`config.mk`:
```
export PLATFORM = sky130hd
export DESIGN_NAME = pattern_encoder
export DESIGN_NICKNAME = d
export VERILOG_FILES = /design/src/rtl/pattern_encoder_pkg.sv /design/src/rtl/pattern_encoder_piso.sv /design/src/rtl/pattern_encoder.sv
export SDC_FILE = /design/constraint.sdc
export NUM_CORES = 2
export LEC_CHECK = 0
export ABC_AREA = 0
export BUFFER_PORTS_ARGS = -buffer_cell sky130_fd_sc_hd__buf_4
export CAP_MARGIN = 15
export CORE_AREA = 2 2 401 403
export CTS_BUF_LIST = sky130_fd_sc_hd__clkbuf_4
export DETAILED_ROUTE_END_ITERATION = 8
export DIE_AREA = 0 0 403 405
export SYNTH_ARGS = -nofsm -noshare
export SYNTH_HDL_FRONTEND = slang
export SYNTH_SLANG_ARGS = --single-unit
```
`constraint.sdc`:
```
create_clock -name clk -period 2.2 [get_ports clk]
set_input_delay 0.33 -clock clk [delete_from_list [all_inputs] [get_ports clk]]
set_output_delay 0.33 -clock clk [all_outputs]
set_load 0.01 [all_outputs]
```
`src/rtl/pattern_encoder_pkg.sv`:
```
// Shared types for the pattern encoder: frame FSM states and default width.
package pattern_encoder_pkg;

    localparam int N_DEFAULT = 1024;

    typedef enum logic [1:0] {
        IDLE = 2'd0,
        SEND = 2'd1,
        DONE = 2'd2
    } state_t;

endpackage

```
`src/rtl/pattern_encoder_piso.sv`:
```
// Parallel-load, MSB-first shift-out register used by the pattern encoder.
module piso_shift
    import pattern_encoder_pkg::*;
#(
    parameter int N = N_DEFAULT
) (
    input  logic         clk,
    input  logic         clr,
    input  logic         load,
    input  logic         shift,
    input  logic [N-1:0] d,
    output logic         q_msb
);

    logic [N-1:0] shreg;

    always_ff @(posedge clk or negedge clr) begin
        if (!clr) begin
            shreg <= '0;
        end else if (load) begin
            shreg <= d;
        end else if (shift) begin
            shreg <= {shreg[N-2:0], 1'b0};
        end
    end

    assign q_msb = shreg[N-1];

endmodule

```
`src/rtl/pattern_encoder.sv`:
```
// Serialises an N-bit pattern MSB-first onto the signal or program stream.
module pattern_encoder
    import pattern_encoder_pkg::*;
#(
    parameter int N = N_DEFAULT
) (
    input  logic         clk,
    input  logic         clr,
    input  logic         start,
    input  logic         mode,
    input  logic         abort,
    input  logic [N-1:0] pattern,
    output logic         sig,
    output logic         prgm,
    output logic         prgm_en,
    output logic         busy,
    output logic         done
);

    localparam int CW = $clog2(N);

    state_t        state;
    state_t        state_n;
    logic [CW-1:0] cnt;
    logic          mode_q;
    logic          load;
    logic          shift;
    logic          last;
    logic          msb;
    logic          sending;

    assign last = (cnt == CW'(N - 1));

    always_comb begin
        state_n = state;
        load    = 1'b0;
        shift   = 1'b0;
        unique case (state)
            IDLE: begin
                if (start && !abort) begin
                    state_n = SEND;
                    load    = 1'b1;
                end
            end
            SEND: begin
                shift = 1'b1;
                if (abort) begin
                    state_n = IDLE;
                end else if (last) begin
                    state_n = DONE;
                end
            end
            DONE: begin
                state_n = IDLE;
            end
            default: begin
                state_n = IDLE;
            end
        endcase
    end

    always_ff @(posedge clk or negedge clr) begin
        if (!clr) begin
            state  <= IDLE;
            cnt    <= '0;
            mode_q <= 1'b0;
        end else begin
            state <= state_n;
            if (load) begin
                cnt    <= '0;
                mode_q <= mode;
            end else if (shift) begin
                cnt <= cnt + CW'(1);
            end
        end
    end

    piso_shift #(
        .N(N)
    ) u_piso (
        .clk  (clk),
        .clr  (clr),
        .load (load),
        .shift(shift),
        .d    (pattern),
        .q_msb(msb)
    );

    // Outputs decode flops only, so they are glitch-free and input-independent.
    assign sending = (state == SEND);
    assign sig     = sending && !mode_q && msb;
    assign prgm    = sending && mode_q && msb;
    assign prgm_en = sending && mode_q;
    assign busy    = (state != IDLE);
    assign done    = (state == DONE);

endmodule

```
==> run_results.csv, run 1 <==
group,metric,value,unit
run_status,status,"aborted with a tool error",
run_status,stop_stage,"clock tree synthesis (4_1_cts)",
run_status,tool.error,"[ERROR RSZ-0060] Max buffer count reached.",
clock_tree,cts_buffer_depth,4,
placement,routabilityCongestion,0.9214,
synth,ys_types,33,
die,die_w,403,um
synth,async_reset_ff_share,100.0,%
clock_tree,cts-buffers-inserted,307,
synth,synth_nets,6357,
synth,synth.largest_area_cell,"dfrtp_1",
clock_tree,clkSinkCount,1037,
placement,numPortBuffers,1033,
synth,synth_warnings,0,
synth,syn-cell-area,46280,sq um
synth,syn-instance-count,5327,
synth,synth_enable_flop_cells,0,
clock_tree,post_cts_resized,10,
die,start_util,29.06,%
clock_tree,post-cts-setup-buffers,7,
synth,yosys.area.top_type_share,56.07,%
die,rows,147,
synth,synth-seq-area-share,56.07,%
placement,placed_area,56690,sq um
clock_tree,root_buffer,"clkbuf_4",
synth,synth-seq-cells,1037,
die,pin_count,1034,
synth,synth.avg_cell_area,8.688,sq um
die,die_height,405,um
placement,dp_hpwl,120.1,mm
clock_tree,ctsHtreeMaxLevel,5,
clock_tree,hold_buffers,1751,
placement,placed_cells,8236,
synth,synth_top_flop_cell,"dfrtp_1",
synth,synthTopCellsByArea,"dfrtp_1 (56%), nand2_1 (12%), a31oi_1 (10%), nor2_1 (6.0%), a22oi_1 (4.7%)",
[kinds of logic after synthesis]
logic type                 count (synthesis)  synth area share, %
and+or+nand+nor                         2243                18.32
muxes                                      5               0.1108
adders and majority gates                  1              0.02703
AOI/OAI and AO/OA                       1323                17.92
buffers and inverters                    718                7.546
DFF                                     1037                56.07
[through the flow]
stage	setup slack, ns	hold WS, ns	util [%]
after floorplan	0.3354	0.03441	-
after global placement	0.1269	0.2796	35.59
after detailed placement	0.1134	0.2835	35.59
[Yosys cell counts, types with 2 or more instances]
cell      instances
buf_6            85
mux2i_1           4
nor2_1          736
nor2b_1           2
dfrtp_1        1037
a22oi_1         287
a31oi_1         737
clkbuf_1        214
o311ai_0          2
buf_1             3
o31a_1            2
or2_2             2
buf_2           124
nand4_1           2
nand2_1        1485
o41ai_1           2
nor4_1            3
o21ai_0         290
nand3_1           6
inv_1           291
==> run 2, diff against run 1 <==
- CORE_AREA: 2 2 401 403 -> 2 2 398 400
- CTS_BUF_LIST: sky130_fd_sc_hd__clkbuf_4 -> default
- DIE_AREA: 0 0 403 405 -> 0 0 400 402
- PLACE_DENSITY_LB_ADDON: default -> 0.15
==> run 2 against run 1 <==
  * The flow now finishes without violations
  * Synthesized cell count unchanged
  * Synthesized area unchanged
==> run_results.csv, run 2 <==
group,metric,value,unit
setup_path,critPathBufInv,3,
sta,finalCritPeriodShare,97.97,%
placement,dp_hpwl,127.8,mm
sta,hold_viol_final,0,
route,wl_per_cell,19.92,um
route,drt-initial-drc-count,3498,
synth,yosysMostFrequentCell,"nand2_1",
min_path,hold_path_class,"input pin to asynchronous set/reset pin",
pwr,p_per_area,869.1,nW/um^2
synth,synth_common_cells,"nand2_1 (1,485), dfrtp_1 (1,037), a31oi_1 (737)",
layout,reg_top3,"u_piso.shreg: 1024 flops, cnt: 10 flops, state: 2 flops",
synth,synth.largest_area_cell,"dfrtp_1",
setup_path,crit_path_max_fanout,48,
global_route,gr-total-overflow,0,
die,pin_count,1034,
layout,mostFrequentLayoutCell,"nand2_1",
die,dieArea,160800,sq um
synth,synth_top_flop_cell,"dfrtp_1",
clock_tree,cts-buffers-inserted,119,
layout,regMostFlops,"u_piso.shreg",
layout,areaGrowthSynthToFinish,53.56,%
setup_path,critPathMaxStageDelay,0.61,ns
layout,final_cells,9479,
route,dr.pass1.iters,6,
placement,routabilityCongestion,0.8726,
setup_path,endpoint_kind,"flip-flop",
sta,grt_setup_unrepaired,"true",
setup_path,critPathTopFamily,"simple AND/OR/NAND/NOR gates",
setup_path,worstPathArrival,2.71,ns
global_route,grt_usage,22.76,%
die,core_area,157100,sq um
setup_path,path_cells,"buf_4 > or4b_4 > buf_12 > buf_4 > nor2_1 > a31oi_1",
clock_tree,ctsHtreeMaxLevel,3,
die,rows,146,
sta,relSlewSlack,62.86,%
synth,synthTopCellsByArea,"dfrtp_1 (56%), nand2_1 (12%), a31oi_1 (10%), nor2_1 (6.0%), a22oi_1 (4.7%)",
layout,most-common-layout-cells,"nand2_1 (1,485), buf_4 (1,161), dfrtp_1 (1,036)",
placement,placed_cells,8209,
layout,finalNetCount,8322,
clock_tree,root_buffer,"clkbuf_16",
synth,synth-seq-area-share,56.07,%
pwr,p_leak,32.88,nW
sta,finalSetupTns,0,ns
sta,setup_viol,0,
synth,synth.avg_cell_area,8.688,sq um
synth,synth_nets,6357,
die,start_util,29.46,%
die,die_height,402,um
synth,synth_warnings,0,
sta,max_freq,464.0,MHz
sta,drv_slew,0,
setup_path,reg2reg_from,"state[1]",
synth,synth-seq-cells,1037,
synth,syn-instance-count,5327,
setup_path,r2r_setup_slack,0.04,ns
synth,synth_enable_flop_cells,0,
route,vias,46870,
setup_path,start_kind,"flip-flop",
synth,yosys.area.top_type_share,56.07,%
route,remaining_drc_errors,0,
global_route,grt_start_max_net_pins,115,
global_route,first_global_vias,47810,
clock_tree,insertion_delay,0.74,ns
route,ant_nets,0,
run_status,status,"completed",
clock_tree,cts_buffer_depth,3,
synth,syn-cell-area,46280,sq um
sta,finalCriticalPeriod,2.155,ns
layout,layout-drive-gt1-share,19.50,%
pwr,peakVddDrop,0.7004,mV
setup_path,timing.rr.end,"u_piso.shreg[237]",
setup_path,critical_path_class,"flip-flop to flip-flop",
global_route,grt_pass1_wl,285.6,mm
sta,worst_slew_pin_slew,0.5572,ns
route,drt-total-wl,188.8,mm
setup_path,crit_required,2.75,ns
setup_path,reg2reg_depth,6,
setup_path,cp_common_cell,"buf_4",
die,die_w,400,um
run,cap_violations,0,
clock_tree,clkTransAtPathRegs,0.06,ns
global_route,antenna_found_initial,26,
placement,numPortBuffers,1033,
synth,async_reset_ff_share,100.0,%
clock_tree,clkSinkCount,1037,
sta,clock_skew,0.05416,ns
route,vias_per_cell,4.945,
setup_path,crit_slowest_cell,"or4b_4",
synth,ys_types,33,
clock_tree,cts_tree,"yes",
layout,largest_reg_flops,1024,
==> run 2: cell counts after synthesis <==
Identical to the previous run, type by type.
==> run 2: worst register-to-register path: cells and delay by family, from the launching register on <==
kind / cells / cell delay [ns]
compound gates: 1 / 0.06
buf+inv: 3 / 0.75
flops: 1 / 0.38
simple gates: 2 / 0.77
==> run 2: worst max path at each step <==
| stage | start | endpoint | cells past startpoint |
|---|---|---|---|
| after floorplan | state[1] | sig | 6 |
| after global placement | state[0] | u_piso.shreg[10] | 7 |
| after detailed placement | abort | u_piso.shreg[56] | 6 |
| after CTS | state[1] | prgm | 5 |
| after global routing | state[1] | u_piso.shreg[324] | 6 |
| final | state[1] | u_piso.shreg[237] | 6 |
==> run 2: where the power goes <==
| part | internal, mW | switching [mW] | total [mW] |
|---|---|---|---|
| clock network | 11.5 | 8.48 | 20.0 |
| registers | 24.5 | 3.16 | 27.7 |
| logic | 6.81 | 7.25 | 14.1 |
==> run 2: stage by stage <==
step | hold WS, ns | worst slack [ns] | utilization [%] | instance area, sq um | total power [mW]
4_1_cts | 0.0007164 | -0.01242 | 45.17 | 70970 | 62.28
6_report | 0.06633 | 0.04469 | 45.24 | 71070 | 61.77
3_5_place_dp | 0.2542 | 0.1004 | 36.11 | 56730 | 40.39
3_3_place_gp | 0.2571 | 0.09243 | 36.11 | 56730 | 40.16
5_1_grt | 0.05971 | -0.05073 | 45.24 | 71070 | 65.43
2_1_floorplan | 0.03441 | 0.3354 | - | 46280 | 34.76
==> run 2: routing by layer <==
metal  wire length, um  global-route usage (%)  part of all wire (%)
met2             88790                   36.87                    47
met5               123                       0                 0.065
met4             11410                   12.41                   6.0
met3              9844                   3.766                   5.2
met1             78620                   28.89                    42
==> run 2: cell type report <==
| class | count | area, sq um |
|---|---|---|
| timing repair buffer | 2271 | 20630 |
| multi-input combinational | 3572 | 16890 |
| antenna | 17 | 42.54 |
| clock inverter | 38 | 411.6 |
| inverter | 291 | 1092 |
| tap | 2072 | 2592 |
| fill | 15120 | 86030 |
| clock buffer | 181 | 3462 |
| sequential | 1037 | 25950 |
==> run 2: cell families after synthesis <==
logic type                 synth area share (%)
DFF                                       56.07
adders and majority gates               0.02703
and+or+nand+nor                           18.32
buffers and inverters                     7.546
muxes                                    0.1108
AOI/OAI and AO/OA                         17.92
==> run 2: repair_timing <==
item / in CTS / in global routing
pin swaps: 0 / 1
hold buffers: 1025 / 1
setup buffers: 6 / 1
cloned: 2 / 0
gates resized for setup: 2 / 11
endpoints found under the setup margin: 3 / 194
endpoints found under the hold margin: 1374 / 1
No activity file was read; power rests on OpenSTA's default activity.
